--- config.mk ---
export PLATFORM = sky130hd
export DESIGN_NAME = sid_host_write_arbiter_flat
export DESIGN_NICKNAME = d
export VERILOG_FILES = /design/src/rtl/sid_host_write_arbiter_if.sv /design/src/rtl/sid_host_write_arbiter.sv /design/src/flat_wrapper.sv
export SDC_FILE = /design/constraint.sdc
export NUM_CORES = 1
export LEC_CHECK = 0
export CAP_MARGIN = 20
export CORE_AREA = 8 8 80 117
export DETAILED_ROUTE_END_ITERATION = 12
export DIE_AREA = 0 0 88 125
export PLACE_DENSITY = 0.76
export SYNTH_ARGS = -nofsm -noshare
export SYNTH_HDL_FRONTEND = slang
export SYNTH_SLANG_ARGS = --single-unit
--- constraint.sdc ---
create_clock -name clk -period 2.7 [get_ports clk]
set_clock_uncertainty 0.15 [all_clocks]
set_input_delay 0.27 -clock clk [delete_from_list [all_inputs] [get_ports clk]]
set_output_delay 0.27 -clock clk [all_outputs]
set_load 0.02 [all_outputs]
--- src/rtl/sid_host_write_arbiter_if.sv ---
// Bus bundle around the SID register-write arbiter.
// Carries the voice_cycle rotation, the synchronized CPU bus, the host
// write port and the merged bus that feeds sid_control.
//   slave  : arbiter side (consumes CPU/host, drives out_*/status)
//   master : environment side (drives CPU/host, observes out_*/status)
interface sid_host_write_arbiter_if #(
    parameter int unsigned CYCLE_W = 4
);
    // Voice pipeline rotation
    logic [CYCLE_W-1:0] voice_cycle;

    // Synchronized MOS6510 bus
    logic               cpu_phi2;
    logic               cpu_r_w_n;
    logic [4:0]         cpu_addr;
    logic [7:0]         cpu_data;
    logic [1:0]         cpu_cs;

    // Host write port
    logic               host_valid;
    logic               host_ready;
    logic               host_sid;
    logic [4:0]         host_addr;
    logic [7:0]         host_data;
    logic               host_err;

    // Merged bus towards sid_control
    logic               out_phi2;
    logic               out_r_w_n;
    logic [4:0]         out_addr;
    logic [7:0]         out_data;
    logic [1:0]         out_cs;

    // Status
    logic               host_slot;
    logic [7:0]         collisions;

    modport slave (
        input  voice_cycle,
        input  cpu_phi2, cpu_r_w_n, cpu_addr, cpu_data, cpu_cs,
        input  host_valid, host_sid, host_addr, host_data,
        output host_ready, host_err,
        output out_phi2, out_r_w_n, out_addr, out_data, out_cs,
        output host_slot, collisions
    );

    modport master (
        output voice_cycle,
        output cpu_phi2, cpu_r_w_n, cpu_addr, cpu_data, cpu_cs,
        output host_valid, host_sid, host_addr, host_data,
        input  host_ready, host_err,
        input  out_phi2, out_r_w_n, out_addr, out_data, out_cs,
        input  host_slot, collisions
    );
endinterface

--- src/rtl/sid_host_write_arbiter.sv ---
// Shares the SID register-write path between the CPU bus and a host port.
// Host writes are queued in a DEPTH-entry FIFO and injected as synthetic
// write slots that span one full voice_cycle rotation. Any CPU chip-select
// aborts the slot in the same cycle; the entry stays queued and is retried.
// Ports:
//   clk  - system clock
//   res  - synchronous active-high reset
//   bus  - sid_host_write_arbiter_if.slave (voice_cycle, cpu_*, host_*,
//          out_*, host_slot, collisions)
module sid_host_write_arbiter #(
    parameter int unsigned DEPTH   = 4,
    parameter int unsigned CYCLE_W = 4
) (
    input  logic                         clk,
    input  logic                         res,
    sid_host_write_arbiter_if.slave      bus
);

    localparam int unsigned PTR_W     = $clog2(DEPTH);
    localparam int unsigned CNT_W     = $clog2(DEPTH + 1);
    localparam int unsigned LAST_REG  = 12;
    localparam logic [4:0]  ADDR_MAX  = 5'h18;
    localparam logic [7:0]  COLL_MAX  = 8'hFF;

    typedef struct packed {
        logic       sid;
        logic [4:0] addr;
        logic [7:0] data;
    } entry_t;

    typedef enum logic [1:0] {
        ST_IDLE  = 2'd0,
        ST_SLOT  = 2'd1,
        ST_ABORT = 2'd2
    } state_t;

    // Storage and bookkeeping
    entry_t             mem [DEPTH];
    logic [PTR_W-1:0]   wr_ptr_q;
    logic [PTR_W-1:0]   rd_ptr_q;
    logic [CNT_W-1:0]   count_q;
    logic [CNT_W-1:0]   count_d;
    logic               ready_q;
    logic               err_q;
    logic [7:0]         coll_q;

    state_t             state_q;
    state_t             state_d;
    entry_t             slot_q;
    logic               seen_rot_q;
    logic               armed_q;

    // Decoded conditions
    logic               vc_zero;
    logic               vc_rot;
    logic               cpu_busy;
    logic               fifo_empty;
    logic               addr_ok;
    logic               push;
    logic               reject;
    logic               grant;
    logic               pop;
    logic               abort;
    logic               leave;
    logic               drive_slot;

    assign vc_zero    = (bus.voice_cycle == '0);
    assign vc_rot     = !vc_zero && (bus.voice_cycle <= CYCLE_W'(LAST_REG));
    assign cpu_busy   = (bus.cpu_cs != 2'b00);
    assign fifo_empty = (count_q == '0);
    assign addr_ok    = (bus.host_addr <= ADDR_MAX);
    assign push       = bus.host_valid && ready_q && addr_ok;
    assign reject     = bus.host_valid && ready_q && !addr_ok;

    // Next-state and slot control
    always_comb begin
        state_d = state_q;
        grant   = 1'b0;
        pop     = 1'b0;
        abort   = 1'b0;
        leave   = 1'b0;
        case (state_q)
            ST_IDLE: begin
                if (vc_zero && armed_q && !fifo_empty && !cpu_busy) begin
                    grant   = 1'b1;
                    state_d = ST_SLOT;
                end
            end
            ST_SLOT: begin
                // abort wins over a completion landing in the same cycle
                if (cpu_busy) begin
                    abort   = 1'b1;
                    state_d = ST_ABORT;
                end else if (vc_zero && seen_rot_q) begin
                    pop     = 1'b1;
                    leave   = 1'b1;
                    state_d = ST_IDLE;
                end
            end
            ST_ABORT: begin
                if (!cpu_busy && vc_zero) begin
                    leave   = 1'b1;
                    state_d = ST_IDLE;
                end
            end
            default: begin
                state_d = ST_IDLE;
            end
        endcase
    end

    // Occupancy after this cycle's push/pop
    always_comb begin
        count_d = count_q;
        case ({push, pop})
            2'b10:   count_d = count_q + CNT_W'(1);
            2'b01:   count_d = count_q - CNT_W'(1);
            default: count_d = count_q;
        endcase
    end

    // State register and slot tracking
    always_ff @(posedge clk) begin
        if (res) begin
            state_q    <= ST_IDLE;
            seen_rot_q <= 1'b0;
            armed_q    <= 1'b1;
            slot_q     <= '0;
        end else begin
            state_q <= state_d;
            if (grant) begin
                slot_q     <= mem[rd_ptr_q];
                seen_rot_q <= 1'b0;
            end else if (state_q == ST_SLOT && vc_rot) begin
                seen_rot_q <= 1'b1;
            end
            // After a slot ends, wait for the rotation to move off 0 so the
            // next grant lands on a fresh slot boundary.
            if (leave) begin
                armed_q <= 1'b0;
            end else if (!vc_zero) begin
                armed_q <= 1'b1;
            end
        end
    end

    // FIFO pointers, occupancy, ready and error pulse
    always_ff @(posedge clk) begin
        if (res) begin
            wr_ptr_q <= '0;
            rd_ptr_q <= '0;
            count_q  <= '0;
            ready_q  <= 1'b0;
            err_q    <= 1'b0;
        end else begin
            if (push) begin
                wr_ptr_q <= wr_ptr_q + PTR_W'(1);
            end
            if (pop) begin
                rd_ptr_q <= rd_ptr_q + PTR_W'(1);
            end
            count_q <= count_d;
            ready_q <= (count_d < CNT_W'(DEPTH));
            err_q   <= reject;
        end
    end

    // FIFO storage, no reset needed
    always_ff @(posedge clk) begin
        if (push) begin
            mem[wr_ptr_q] <= '{sid: bus.host_sid, addr: bus.host_addr, data: bus.host_data};
        end
    end

    // Saturating abort counter
    always_ff @(posedge clk) begin
        if (res) begin
            coll_q <= '0;
        end else if (abort && coll_q != COLL_MAX) begin
            coll_q <= coll_q + 8'd1;
        end
    end

    // Output mux: CPU chip-select forces pass-through within the same cycle
    assign drive_slot = (state_q == ST_SLOT) && !cpu_busy;

    always_comb begin
        bus.out_phi2  = bus.cpu_phi2;
        bus.out_r_w_n = bus.cpu_r_w_n;
        bus.out_addr  = bus.cpu_addr;
        bus.out_data  = bus.cpu_data;
        bus.out_cs    = bus.cpu_cs;
        if (drive_slot) begin
            bus.out_phi2  = 1'b0;
            bus.out_r_w_n = 1'b0;
            bus.out_addr  = slot_q.addr;
            bus.out_data  = slot_q.data;
            bus.out_cs    = slot_q.sid ? 2'b10 : 2'b01;
        end
    end

    assign bus.host_slot  = drive_slot;
    assign bus.host_ready = ready_q;
    assign bus.host_err   = err_q;
    assign bus.collisions = coll_q;

endmodule
--- src/flat_wrapper.sv ---
// flat-port wrapper written by rule: the top's interface ports become plain ports
module sid_host_write_arbiter_flat 
#(
    parameter int unsigned DEPTH   = 4,
    parameter int unsigned CYCLE_W = 4
)
  (clk, res, bus_voice_cycle, bus_cpu_phi2, bus_cpu_r_w_n, bus_cpu_addr, bus_cpu_data, bus_cpu_cs, bus_host_valid, bus_host_sid, bus_host_addr, bus_host_data, bus_host_ready, bus_host_err, bus_out_phi2, bus_out_r_w_n, bus_out_addr, bus_out_data, bus_out_cs, bus_host_slot, bus_collisions);
  sid_host_write_arbiter_if #(.CYCLE_W(CYCLE_W)) bus_i ();
  input  logic clk;
  input  logic res;
  input wire logic [$bits(bus_i.voice_cycle)-1:0] bus_voice_cycle;
  input wire logic [$bits(bus_i.cpu_phi2)-1:0] bus_cpu_phi2;
  input wire logic [$bits(bus_i.cpu_r_w_n)-1:0] bus_cpu_r_w_n;
  input wire logic [$bits(bus_i.cpu_addr)-1:0] bus_cpu_addr;
  input wire logic [$bits(bus_i.cpu_data)-1:0] bus_cpu_data;
  input wire logic [$bits(bus_i.cpu_cs)-1:0] bus_cpu_cs;
  input wire logic [$bits(bus_i.host_valid)-1:0] bus_host_valid;
  input wire logic [$bits(bus_i.host_sid)-1:0] bus_host_sid;
  input wire logic [$bits(bus_i.host_addr)-1:0] bus_host_addr;
  input wire logic [$bits(bus_i.host_data)-1:0] bus_host_data;
  output wire logic [$bits(bus_i.host_ready)-1:0] bus_host_ready;
  output wire logic [$bits(bus_i.host_err)-1:0] bus_host_err;
  output wire logic [$bits(bus_i.out_phi2)-1:0] bus_out_phi2;
  output wire logic [$bits(bus_i.out_r_w_n)-1:0] bus_out_r_w_n;
  output wire logic [$bits(bus_i.out_addr)-1:0] bus_out_addr;
  output wire logic [$bits(bus_i.out_data)-1:0] bus_out_data;
  output wire logic [$bits(bus_i.out_cs)-1:0] bus_out_cs;
  output wire logic [$bits(bus_i.host_slot)-1:0] bus_host_slot;
  output wire logic [$bits(bus_i.collisions)-1:0] bus_collisions;
  assign bus_i.voice_cycle = bus_voice_cycle;
  assign bus_i.cpu_phi2 = bus_cpu_phi2;
  assign bus_i.cpu_r_w_n = bus_cpu_r_w_n;
  assign bus_i.cpu_addr = bus_cpu_addr;
  assign bus_i.cpu_data = bus_cpu_data;
  assign bus_i.cpu_cs = bus_cpu_cs;
  assign bus_i.host_valid = bus_host_valid;
  assign bus_i.host_sid = bus_host_sid;
  assign bus_i.host_addr = bus_host_addr;
  assign bus_i.host_data = bus_host_data;
  assign bus_host_ready = bus_i.host_ready;
  assign bus_host_err = bus_i.host_err;
  assign bus_out_phi2 = bus_i.out_phi2;
  assign bus_out_r_w_n = bus_i.out_r_w_n;
  assign bus_out_addr = bus_i.out_addr;
  assign bus_out_data = bus_i.out_data;
  assign bus_out_cs = bus_i.out_cs;
  assign bus_host_slot = bus_i.host_slot;
  assign bus_collisions = bus_i.collisions;
  sid_host_write_arbiter #(.DEPTH(DEPTH), .CYCLE_W(CYCLE_W)) u_core (.clk(clk), .res(res), .bus(bus_i));
endmodule
### Word-level counts from Yosys, hierarchy flattened

Memories as Yosys holds them, arrays and structs flattened. A register that Yosys moved wholly into a read port is not among the register bits.
Cells that the tools add are included.

* $add $sub $neg: 5
* $lt $le $gt $ge: 3
* equality and inequality tests: 9
* muxes and demuxes: 25
* reductions and logical operators: 22

Operator list (number)
* 1-bit 2-to-1 mux: 14
* 1-bit logical AND: 12
* 2-bit 2-to-1 mux: 6
* 8-bit by 1-bit adder with 8-bit output (second input constant): 1
* 8-bit 2-to-1 mux: 1
* 8-bit inequality test (second input constant): 1
* 2-bit case mux with 3 select lines: 1
* 3-bit case mux with 2 select lines: 1
* 5-bit <= comparator (second input constant): 1
* 5-bit 2-to-1 mux: 1
* 2-bit by 1-bit adder with 2-bit output (second input constant): 2
* 2-bit by 1-bit == test with 1-bit output (second input constant): 2
* 2-bit == test (second input constant): 2
* 4-bit <= comparator (second input constant): 1
* 1-bit zero test: 4
* 4-bit zero test: 1
* 2-bit by 1-bit inequality test with 1-bit output (second input constant): 2
* 3-bit by 1-bit adder with 3-bit output (second input constant): 1
* 3-bit zero test: 1
* 3-bit < comparator (second input constant): 1
* 3-bit by 1-bit inequality test with 1-bit output (second input constant): 1
* 3-bit AND reduction: 1
* 3-bit by 1-bit subtractor with 3-bit output (second input constant): 1
* 2-bit zero test: 1
* other kinds (4): 4

* flip-flop bits (word level): 21
* memory bits (writable): 56
* input bits: 38
* output and inout port bits: 28
* logic and storage cells: 74
* memories: 1

Memory list
* u_core.mem: depth 4, width 14, rd ports 1, clocked after memory_dff 1, write ports 1, RTL line sid_host_write_arbiter.sv:38 `entry_t mem [DEPTH];`

### Depth between registers and ports, before layout

* depth in word-level cells: 8
* depth in mapped cells: 12
* gate-level depth less buffers: 11

### Worst setup path before layout

OpenSTA, ideal clock, no wires.

* kind: reg2reg
* start: register u_core.state_q[1]
* end: register u_core.ready_q, in the netlist u_core.bus.host_ready
* setup time: 128 ps
* arrival: 2184 ps
* required time: 2422 ps
* setup slack: 239 ps
* stages on the path, launching flop included: 13
* buffers on the path: 1
* period minus slack after synthesis: 2461 ps
* cells stage by stage: dfxtp_1 -> inv_1 -> ha_1 -> nor3b_1 -> clkbuf_1 -> nand3_1 -> inv_1 -> ha_1 -> fa_1 -> xnor2_1 -> nor2_1 -> xnor2_1 -> nor2b_1

* word-level cells in the longest chain between the ends: 5
* elaborated cells on any way between the ends: 6
* those cells by class: order compare: 1; eq/ne: 3; mux: 2

RTL lines
* start: declaration: RTL line sid_host_write_arbiter.sv:47 `state_t state_q;`
* start signal: assignment: RTL line sid_host_write_arbiter.sv:130 `state_q <= state_d;`
* 2-bit by 1-bit == test with 1-bit output (*): RTL line sid_host_write_arbiter.sv:82 `case (state_q)`
* 1-bit 2-to-1 mux (*): RTL line sid_host_write_arbiter.sv:82
* net u_core.pop: RTL line sid_host_write_arbiter.sv:62 `logic pop;`
* 2-bit by 1-bit == test with 1-bit output / 2-bit == test (equally long branches): RTL line sid_host_write_arbiter.sv:115 `case ({push, pop})`
* 3-bit case mux with 2 select lines (*): RTL line sid_host_write_arbiter.sv:115
* 3-bit < comparator (*): RTL line sid_host_write_arbiter.sv:163 `ready_q <= (count_d < CNT_W'(DEPTH));`
* end signal: assignment: RTL line sid_host_write_arbiter.sv:163
* end: declaration: RTL line sid_host_write_arbiter.sv:43 `logic ready_q;`

The timed path passes the listed nets; every way through them passes the cells marked *.
A chain may end at the register's enable or synchronous reset.

### Worst setup path after layout

* start: register u_core.state_q[1]
* end: output bus_out_cs[0]

* word-level cells in the longest chain between the ends: 3

RTL lines
* 2-bit by 1-bit == test with 1-bit output: RTL line sid_host_write_arbiter.sv:185 `assign drive_slot = (state_q == ST_SLOT) && !cpu_busy;`
* 1-bit logical AND: RTL line sid_host_write_arbiter.sv:185
* 2-bit 2-to-1 mux: RTL line sid_host_write_arbiter.sv:193 `if (drive_slot) begin`
* end: declaration: RTL line flat_wrapper.sv:27 `output wire logic [$bits(bus_i.out_cs)-1:0] bus_out_cs;`

No other way between the ends.

==> flow_metrics.py <==
metrics = {
    "logic_synthesis": {
        "ys_seq_area_share_pct": 62.22,
        "yosysWarnings": 0,
        "synth.area.top_cells": "edfxtp_1 44%, dfxtp_1 18%, mux4_2 8.2%, mux2i_1 4.4%, mux2_2 3.8%",
        "synth_largest_area_cell": "edfxtp_1",
        "ys.flop_type": "edfxtp_1",
        "yosys-top-cells-count": "56 x edfxtp_1, 35 x dfxtp_1, 30 x nor2_1, 17 x mux2i_1, 14 x mux4_2",
        "ys_async_sr_fraction_pct": 0,
        "synth.most_common_cell": "edfxtp_1",
        "synth_nets": 312,
        "synth_cell_types": 40,
        "postSynthCellCount": 264,
        "syn-cell-area_mm2": 0.003829,
        "ys_ff_latch": 91,
        "synth_edf_count": 56,
        "yosysTopAreaCellShare_pct": 43.92,
        "syn-mean-instance-area_um2": 14.50,
    },
    "setup_path": {
        "critPathLaunchType": "register",
        "r2r_start": "u_core.state_q[1]",
        "worstPathRequired_ns": 2.28,
        "reg2regPathDepth": 12,
        "end_kind": "primary output",
        "critPathArrivalTime_ns": 2.15,
        "criticalPathCategory": "reg2out",
        "crit_fanout": 21,
        "r2r_slack_ns": 0.19,
        "cp-startpoint": "u_core.state_q[1]",
        "rr_endpoint": "u_core.bus.host_ready",
    },
    "floorplan": {
        "start_util_pct": 49.35,
        "die_area_mm2": 0.01100,
        "fp-row-count": 40,
        "die_h_um": 125,
        "design.core.area_mm2": 0.007757,
        "io_pins": 66,
        "die_w_um": 88,
    },
    "power_and_ir_drop": {
        "ir_drop_mv": 0.5077,
        "p_per_area_mw_per_mm2": 582.8,
        "internal_power_mw": 2.376,
        "leakagePower_nw": 1.879,
        "clkPwrFrac_pct": 42.6,
        "seq_power_share_pct": 50.7,
        "power.total_mw": 2.963,
        "power_frac_comb_pct": 6.6,
        "swShare_pct": 19.82,
        "p_sw_mw": 0.5871,
    },
    "routing": {
        "first_pass_iters": 4,
        "wirelength_um": 7527,
        "ant_nets": 0,
        "num_vias": 2395,
        "vias_per_cell": 5.207,
        "drcViolationCount": 0,
        "wire_per_inst_um": 16.36,
        "drtIter0Drc": 81,
    },
    "global_routing": {
        "grt_max_degree": 38,
        "grt_pass1_wl_um": 12500,
        "grt_usage_pct": 14.99,
        "antenna_found_initial": 0,
        "grt_pass1_vias": 2551,
        "grt.overflow.total": 0,
    },
    "clocking": {
        "clk_latency_ns": 0.34,
        "path_clk_slew_ns": 0.06,
        "clock-sinks": 91,
        "cts_tree": "done",
        "postCtsSetupBuffers": 0,
        "htree_levels": 3,
        "clk_path_buf_depth": 2,
        "cts_root_buf": "clkbuf_16",
        "hold_buffers": 0,
        "cts_buffers": 9,
    },
    "timing": {
        "hold_violations": 0,
        "maxSlewViolCount": 0,
        "finalWorstSetupSlack_ns": 0.1282,
        "tightest_slew_ns": 0.7346,
        "period_needed_ns": 2.572,
        "rsz0062_at_grt": "false",
        "post-route-period-util_pct": 95.25,
        "timing.fmax_mhz": 388.8,
        "slew_headroom_pct": 50.96,
        "setup_viol_count_final": 0,
    },
    "final_layout": {
        "flow.area_growth_from_synthesis_pct": 32.78,
        "drive_gt1_share_pct": 18.59,
        "diodes": 0,
        "design_area_mm2": 0.005084,
        "nNetsFinal": 398,
        "fillerInstances": 595,
    },
    "min_path": {
        "worstHoldPathType": "reg2reg",
        "min_from": "u_core.slot_q[0]",
        "hold_depth": 2,
        "holdPathEnd": "u_core.slot_q[0]",
    },
    "placed_design": {
        "pre_cts_slack_ns": -0.1442,
        "dp_hpwl_um": 5485,
        "place_area_mm2": 0.004788,
        "place.gp.congestion": 0.7907,
        "portBuffers": 65,
    },
    "run_status": {
        "status": "finished clean",
    },
    "run": {
        "cap_violations": 0,
    },
}
-- power by group through the flow --
stage	clock network, mW	registers, mW	logic [mW]
global placement	0	1.53	0.203
floorplan	0	1.53	0.0770
detailed placement	0	1.53	0.206
CTS	1.29	1.50	0.200
finish	1.26	1.50	0.197
global route	1.35	1.50	0.212
-- worst max-delay path: stages, from the launching register on --
cell             delay, ns
dfxtp_1               0.31
inv_1                 0.11
ha_1                  0.21
nor3b_2               0.25
buf_12                0.20
a21o_1                0.14
clkdlybuf4s50_1       0.60
-- per-layer routing --
layer | GRT usage, % | up-vias | share of wire (%)
li1 | - | 1166 | -
met3 | 4.131 | 8 | 5.0
met1 | 15.05 | 1176 | 37
met2 | 27.00 | 45 | 56
met5 | 0 | - | 0
met4 | 7.230 | 0 | 1.6
-- state kept, by name, summed over array words and instances, names as in the netlist, named ones only --
name and flops:
u_core.bus.host_err 1, u_core.count_q 2, u_core.rd_ptr_q 2, u_core.seen_rot_q 1, u_core.wr_ptr_q 2, u_core.mem 56
u_core.bus.host_ready 1, u_core.bus.collisions 8, u_core.state_q 2, u_core.armed_q 1, u_core.slot_q 14
-- repair_timing --
action | in CTS | in global routing
setup endpoints to repair | 13 | 2
resized for setup | 13 | 1
pin swaps | 0 | 0
hold endpoints to repair | 0 | 0
-- stage by stage --
stage | hold slack (ns) | util [%] | cells | TNS [ns]
2_1_floorplan | 0.2189 | - | 264 | 0
5_1_grt | 0.3735 | 65.53 | 460 | 0
4_1_cts | 0.3559 | 65.47 | 460 | 0
3_5_place_dp | 0.3399 | 61.73 | 444 | -0.2589
6_report | 0.3488 | 65.53 | 460 | 0
3_3_place_gp | 0.3225 | 61.73 | 444 | -0.09649
-- layout make-up --
type	count	area (µm²)	share of cell area (%)
inverters	10	37.54	0.7384
repair buffers	86	854.6	16.81
clock buffers	12	257.7	5.070
multi-input cells	152	1371	26.98
clock inverters	4	48.80	0.9599
well taps	105	131.4	2.584
flip-flops and latches	91	2382	46.86
-- cell families (layout without fill, tap and decap cells) --
family / Yosys count / count (layout) / synth area share (%)
multiplexers: 44 / 44 / 16.50
adder cells (fa/ha/maj): 10 / 10 / 3.464
XOR/XNOR: 9 / 9 / 2.059
buffers and inverters: 21 / 112 / 2.222
AND/OR/NAND/NOR: 63 / 63 / 8.693
flip-flops: 91 / 91 / 62.22
AO/OA/AOI/OAI: 26 / 26 / 4.836
-- placed cells by master, fill, tap and decap left out, types with 6 or more instances in the layout --
cell / netlist / layout
edfxtp_1: 56 / 56
clkdlybuf4s50_1: 0 / 52
dfxtp_1: 35 / 35
nor2_1: 30 / 30
mux2i_1: 17 / 17
buf_4: 1 / 16
mux4_2: 14 / 14
mux2_2: 13 / 13
dlygate4sd2_1: 0 / 13
inv_1: 10 / 10
clkbuf_16: 0 / 10
ha_1: 9 / 9
xor2_1: 6 / 6
-- worst max-delay path by stage --
stage                       endpoint  depth (start not counted)
3_5_place_dp   u_core.bus.host_ready                         11
3_3_place_gp   u_core.bus.host_ready                         11
5_1_grt                bus_out_cs[0]                          6
6_report               bus_out_cs[0]                          6
2_1_floorplan  u_core.bus.host_ready                         12
4_1_cts                bus_out_cs[0]                          6
Power figures use the tool's default switching activity.
